**src/rtl/max_seq_pkg.sv**
```systemverilog
// Shared definitions for the burst-maximum sequencing controller.
//   state_t    : controller state encoding (IDLE / ACCUM / DONE)
//   WIDTH_DEF  : default data word width
//   CNT_W_DEF  : default width of the burst length and index counters
package max_seq_pkg;

  localparam int unsigned WIDTH_DEF = 16;
  localparam int unsigned CNT_W_DEF = 8;

  typedef enum logic [1:0] {
    IDLE  = 2'd0,
    ACCUM = 2'd1,
    DONE  = 2'd2
  } state_t;

endpackage

```
**src/rtl/max_cmp.sv**
```systemverilog
// Combinational greater-of-two comparator shared by the controller.
// Ports:
//   a, b  : unsigned operands [WIDTH]
//   gt    : a > b (strict, unsigned)
//   max   : gt ? a : b  (ties select b)
module max_cmp
  import max_seq_pkg::*;
#(
  parameter int unsigned WIDTH = WIDTH_DEF
) (
  input  logic [WIDTH-1:0] a,
  input  logic [WIDTH-1:0] b,
  output logic             gt,
  output logic [WIDTH-1:0] max
);

  assign gt  = (a > b);
  assign max = gt ? a : b;

endmodule

```
**src/rtl/max_seq_ctrl.sv**
```systemverilog
// Streams a burst of unsigned words through one shared comparator and
// reports the burst maximum plus the index of its first occurrence.
// Ports:
//   clk, rst            : clock, synchronous active-high reset
//   start, len          : begin a transaction of len words (sampled in IDLE)
//   in_valid/in_ready   : producer handshake, in_data is the word
//   out_valid/out_ready : consumer handshake for out_max / out_idx
//   busy                : high while a transaction is in ACCUM or DONE
module max_seq_ctrl
  import max_seq_pkg::*;
#(
  parameter int unsigned WIDTH = WIDTH_DEF,
  parameter int unsigned CNT_W = CNT_W_DEF
) (
  input  logic             clk,
  input  logic             rst,
  input  logic             start,
  input  logic [CNT_W-1:0] len,
  input  logic             in_valid,
  output logic             in_ready,
  input  logic [WIDTH-1:0] in_data,
  output logic             out_valid,
  input  logic             out_ready,
  output logic [WIDTH-1:0] out_max,
  output logic [CNT_W-1:0] out_idx,
  output logic             busy
);

  state_t           state_q, state_d;
  logic [CNT_W-1:0] len_q;
  logic [CNT_W-1:0] cnt_q;
  logic [WIDTH-1:0] cur_max_q;
  logic [CNT_W-1:0] cur_idx_q;

  logic             hs;
  logic             last_word;
  logic             cmp_gt;
  logic [WIDTH-1:0] cmp_max;

  max_cmp #(.WIDTH(WIDTH)) u_cmp (
    .a   (in_data),
    .b   (cur_max_q),
    .gt  (cmp_gt),
    .max (cmp_max)
  );

  assign hs        = in_valid & in_ready;
  // Terminal check is made on the pre-increment count, so cnt never wraps
  // even for the longest burst.
  assign last_word = (cnt_q == len_q - CNT_W'(1));

  // State register.
  // NOTE: sequential state is always written with <= so every flop samples
  // the pre-edge values of its neighbours, independent of block ordering.
  always_ff @(posedge clk) begin
    if (rst) state_q <= IDLE;
    else     state_q <= state_d;
  end

  // Next-state logic.
  // NOTE: state_d gets a default before the case so no path leaves it
  // unassigned, which would otherwise infer a latch.
  always_comb begin
    state_d = state_q;
    unique case (state_q)
      IDLE:    if (start)           state_d = (len == '0) ? DONE : ACCUM;
      ACCUM:   if (hs && last_word) state_d = DONE;
      DONE:    if (out_ready)       state_d = IDLE;
      default:                      state_d = IDLE;
    endcase
  end

  // Output decode (Moore: depends on state only).
  always_comb begin
    in_ready  = 1'b0;
    out_valid = 1'b0;
    busy      = 1'b0;
    unique case (state_q)
      ACCUM: begin
        in_ready = 1'b1;
        busy     = 1'b1;
      end
      DONE: begin
        out_valid = 1'b1;
        busy      = 1'b1;
      end
      default: ;
    endcase
  end

  // Counters and running-max registers. The running max doubles as the
  // result register: it is frozen outside ACCUM, so it is stable in DONE
  // and keeps its last value in IDLE.
  always_ff @(posedge clk) begin
    if (rst) begin
      len_q     <= '0;
      cnt_q     <= '0;
      cur_max_q <= '0;
      cur_idx_q <= '0;
    end else begin
      unique case (state_q)
        IDLE: begin
          if (start) begin
            len_q <= len;
            cnt_q <= '0;
            if (len == '0) begin
              cur_max_q <= '0;
              cur_idx_q <= '0;
            end
          end
        end
        ACCUM: begin
          if (hs) begin
            cnt_q <= cnt_q + CNT_W'(1);
            if (cnt_q == '0) begin
              // First word seeds the max regardless of the stale register.
              cur_max_q <= in_data;
              cur_idx_q <= '0;
            end else if (cmp_gt) begin
              // Strict compare: ties keep the earlier index.
              cur_max_q <= cmp_max;
              cur_idx_q <= cnt_q;
            end
          end
        end
        default: ;
      endcase
    end
  end

  assign out_max = cur_max_q;
  assign out_idx = cur_idx_q;

endmodule

```
**config.mk**
```make
export PLATFORM = sky130hd
export DESIGN_NAME = max_seq_ctrl
export DESIGN_NICKNAME = d
export VERILOG_FILES = /design/src/rtl/max_seq_pkg.sv /design/src/rtl/max_cmp.sv /design/src/rtl/max_seq_ctrl.sv
export SDC_FILE = /design/constraint.sdc
export NUM_CORES = 1
export LEC_CHECK = 0
export BUFFER_PORTS_ARGS = -buffer_cell sky130_fd_sc_hd__buf_2
export CORE_ASPECT_RATIO = 0.6
export CORE_MARGIN = 4
export CORE_UTILIZATION = 30
export CTS_CLUSTER_DIAMETER = 30
export DETAILED_ROUTE_END_ITERATION = 12
export GPL_TIMING_DRIVEN = 0
export PLACE_DENSITY = 0.46
export SYNTH_ARGS = -nofsm -noshare
export SYNTH_HDL_FRONTEND = slang
export SYNTH_HIERARCHICAL = 1
export SYNTH_SLANG_ARGS = --single-unit
```
**constraint.sdc**
```tcl
create_clock -name clk -period 3.5 [get_ports clk]
set_input_delay 0.35 -clock clk [delete_from_list [all_inputs] [get_ports clk]]
set_output_delay 0.35 -clock clk [all_outputs]
set_load 0.005 [all_outputs]
```
==> results.json <==
{
  "status": "complete, no violations",
  "start_kind": "flip-flop",
  "grt_pass1_vias": 3220,
  "grt_max_degree": 14,
  "grt_setup_unrepaired": "no",
  "detail_route.wl_per_cell_um": 18.1,
  "p_int_mw": 1.21,
  "ys_seq_area_share_pct": 25.1,
  "ant_nets": 0,
  "final.period_utilization_pct": 87.8,
  "cp.required_ps": 3720,
  "grt_pass1_wl_um": 18500,
  "antenna_found_initial": 0,
  "ys_warn_count": 6,
  "die_area_um2": 13000,
  "drt_wl_total_um": 11600,
  "timing.rr.end": "out_max[11]$_SDFFE_PP0P_",
  "cts_max_path_buffers": 2,
  "synth_ff_type": "dfxtp_1",
  "clk_latency_ps": 290,
  "total_power_mw": 2.02,
  "max_slew_margin_pct": 60.3,
  "avgSynthCellArea_um2": 7.69,
  "fmax_mhz": 325,
  "cts.sinks": 42,
  "dp_slack_ps": -247,
  "drtIter0Drc": 302,
  "setup_violations": 0,
  "grt-ovfl-total": 0,
  "worst_slew_pin_slew_ps": 596,
  "r2r_slack_ps": 430,
  "arrival_ps": 3290,
  "hold_class": "in2reg",
  "cts_resized": 0,
  "path_cells": "inv_1, ha_1, nand2_1, o21ai_0, clkbuf_1, clkbuf_1, a32oi_1, nand4_1, mux2_2, nand3_1, a21oi_1",
  "syn_area_um2": 3350,
  "pwr-share-seq_pct": 28.6,
  "fin_skew_ps": 4.27,
  "clkPwrFrac_pct": 27.0,
  "worstHoldEndpoint": "len_q[2]$_SDFFE_PP0P_",
  "layout_commonest_cell": "buf_2",
  "critPathCaptureType": "flip-flop",
  "grt_use_total_pct": 18.3,
  "vias_per_cell": 5.45,
  "cp_top_family": "buffers and inverters",
  "start_util_pct": 31.2,
  "vias": 3492,
  "die_width_um": 144,
  "synth_seq_cells": 42,
  "num_io_pins": 56,
  "hold_viol_final": 0,
  "async_flop_share_pct": 0,
  "syn_inst": 436,
  "path_max_fanout": 10,
  "htreeDepth": 2,
  "first_pass_iters": 5,
  "layout-area-overhead-vs-synth_pct": 19.2,
  "slew_viol_final": 0,
  "yosys.cell_types.count": 49,
  "antennaDiodeCount": 0,
  "cts_inserted_buffers": 5,
  "dpl.cell_count": 629,
  "min_period_ps": 3070,
  "die_y_um": 89.9,
  "whs_path_depth": 3,
  "fin_nets": 552,
  "setup_ws_ps": 426,
  "path_buf_inv": 3,
  "postCtsHoldBufs": 0,
  "r2r-start": "out_max[15]$_SDFFE_PP0P_",
  "root_buffer": "clkbuf_16",
  "p_leak_nw": 1.51,
  "power.switching_uw": 817,
  "gp_congestion": 0.844,
  "fin_setup_tns_ps": 0,
  "maxCapViolations": 0,
  "design_area_um2": 4000,
  "place_area_um2": 3800,
  "slowest_delay_ps": 510,
  "synth-edff-count": 0,
  "crit_top_cell": "clkbuf_1",
  "core_um2": 10700,
  "crit_type": "reg2reg",
  "worst_path_max_delay_cell": "clkbuf_1",
  "io_buffers": 54,
  "drive_above_1_share_pct": 20.7,
  "synth_nets": 487,
  "rows": 29,
  "path_clk_slew_ps": 60,
  "pwr-share-comb_pct": 44.4,
  "cts_tree": "yes",
  "dpl.hpwl_um": 9040,
  "swShare_pct": 40.4,
  "hold_start": "len[2]",
  "final_cell_mix": "buf_2, nand3_1, dfxtp_1, nand2_1, a21oi_1",
  "r2r_cells": 11,
  "fin_cells": 641,
  "drcViolationCount": 0,
  "max-vdd-ir-drop_v": 0.000227,
  "power_per_cell_area_nw_per_um2": 506
}
[timing repair]
item | CTS | global route
pin swaps | 1 | 1
setup endpoints to repair | 20 | 24
hold endpoints to repair | 0 | 0
setup buffers | 3 | 2
[power by group through the flow]
stage	registers, mW	logic [mW]	clock network, mW
finish	0.578	0.899	0.546
floorplan	0.571	0.607	0
detailed placement	0.589	0.865	0
global route	0.588	0.998	0.578
CTS	0.579	0.893	0.559
global placement	0.590	0.866	0
[flip-flops by register name (all words and copies together) (netlist names)]
name,flops
cnt_q,8
len_q,8
out_idx,8
out_max,16
state_q,2
[final cells by class]
| class | count | area, µm² |
|---|---|---|
| buffer | 32 | 155 |
| clock buffer | 6 | 129 |
| clock inverter | 2 | 37.5 |
| fill | 1144 | 6740 |
| inverter | 24 | 90.1 |
| multi-input combinational | 337 | 2260 |
| sequential | 42 | 841 |
| tap | 139 | 174 |
| timing repair buffer | 59 | 308 |
[metal layers]
metal | routed length [µm] | share of wire [%] | up-vias | GRT usage [%]
li1 | - | - | 1746 | -
met1 | 6410 | 55 | 1635 | 31.5
met2 | 4310 | 37 | 107 | 21.9
met3 | 810 | 7.0 | 4 | 3.92
met4 | 70 | 0.60 | 0 | 3.73
met5 | 0 | 0 | - | 0
[how the worst max path moves through the flow]
stage	startpoint	end	slack, ps	cells past startpoint
final	out_max[15]$_SDFFE_PP0P_	out_max[11]$_SDFFE_PP0P_	430	11
after global routing	out_max[3]$_SDFFE_PP0P_	out_idx[4]$_SDFFE_PP0P_	100	12
after CTS	out_max[15]$_SDFFE_PP0P_	out_idx[5]$_SDFFE_PP0P_	3	13
after detailed placement	in_data[15]	out_idx[5]$_SDFFE_PP0P_	-250	12
after global placement	in_data[15]	out_idx[7]$_SDFFE_PP0P_	-240	12
after floorplan	out_max[15]$_SDFFE_PP0P_	out_max[0]$_SDFFE_PP0P_	690	12
[worst register-to-register path, cell delays in order, from the launching register on]
cell	delay (ps)
dfxtp_1	390
inv_1	90
ha_1	330
nand2_1	60
o21ai_0	390
clkbuf_1	440
clkbuf_1	510
a32oi_1	190
nand4_1	130
mux2_2	200
nand3_1	90
a21oi_1	180
[stage by stage]
step / util, % / hold slack [ps]
after global placement: 35.3 / 444
after global routing: 37.2 / 324
after detailed placement: 35.3 / 444
final: 37.2 / 317
after floorplan: - / 448
after CTS: 37.1 / 308
[synthesized netlist by cell type (all sizes together), types with 2 or more instances]
| library cell | number | share of area (%) |
|---|---|---|
| nor3 | 6 | 0.90 |
| o31a | 2 | 0.52 |
| and3b | 2 | 0.52 |
| nor4 | 3 | 1.0 |
| a211oi | 2 | 0.45 |
| xnor2 | 9 | 2.4 |
| mux2 | 16 | 5.4 |
| nand2 | 41 | 4.6 |
| xor2 | 5 | 1.3 |
| ha | 22 | 8.2 |
| nor2b | 6 | 1.1 |
| inv | 24 | 2.7 |
| a32oi | 13 | 3.4 |
| a21oi | 40 | 6.0 |
| nand3 | 63 | 9.4 |
| o21ai | 6 | 1.0 |
| nand4 | 20 | 3.9 |
| and3 | 7 | 1.3 |
| o2111ai | 2 | 0.52 |
| a211o | 4 | 1.0 |
| buf | 17 | 2.9 |
| nor2 | 12 | 1.3 |
| o211ai | 4 | 0.90 |
| and2 | 15 | 2.8 |
| nor3b | 2 | 0.45 |
| a31oi | 2 | 0.37 |
| o41ai | 3 | 0.78 |
| and4 | 2 | 0.52 |
| clkbuf | 16 | 1.8 |
| dfxtp | 42 | 25 |
| or4 | 17 | 3.9 |
[kinds of logic (layout without fill, tap and decap cells)]
group | Yosys count | count (layout) | share of synthesized area, %
compound gates | 86 | 86 | 17.4
xor+xnor | 14 | 14 | 3.66
mux | 17 | 17 | 5.67
simple gates | 198 | 198 | 32.5
buf+inv | 57 | 123 | 7.43
fa+ha+maj | 22 | 22 | 8.21
flops | 42 | 42 | 25.1
(Power assumes the default switching activity.)
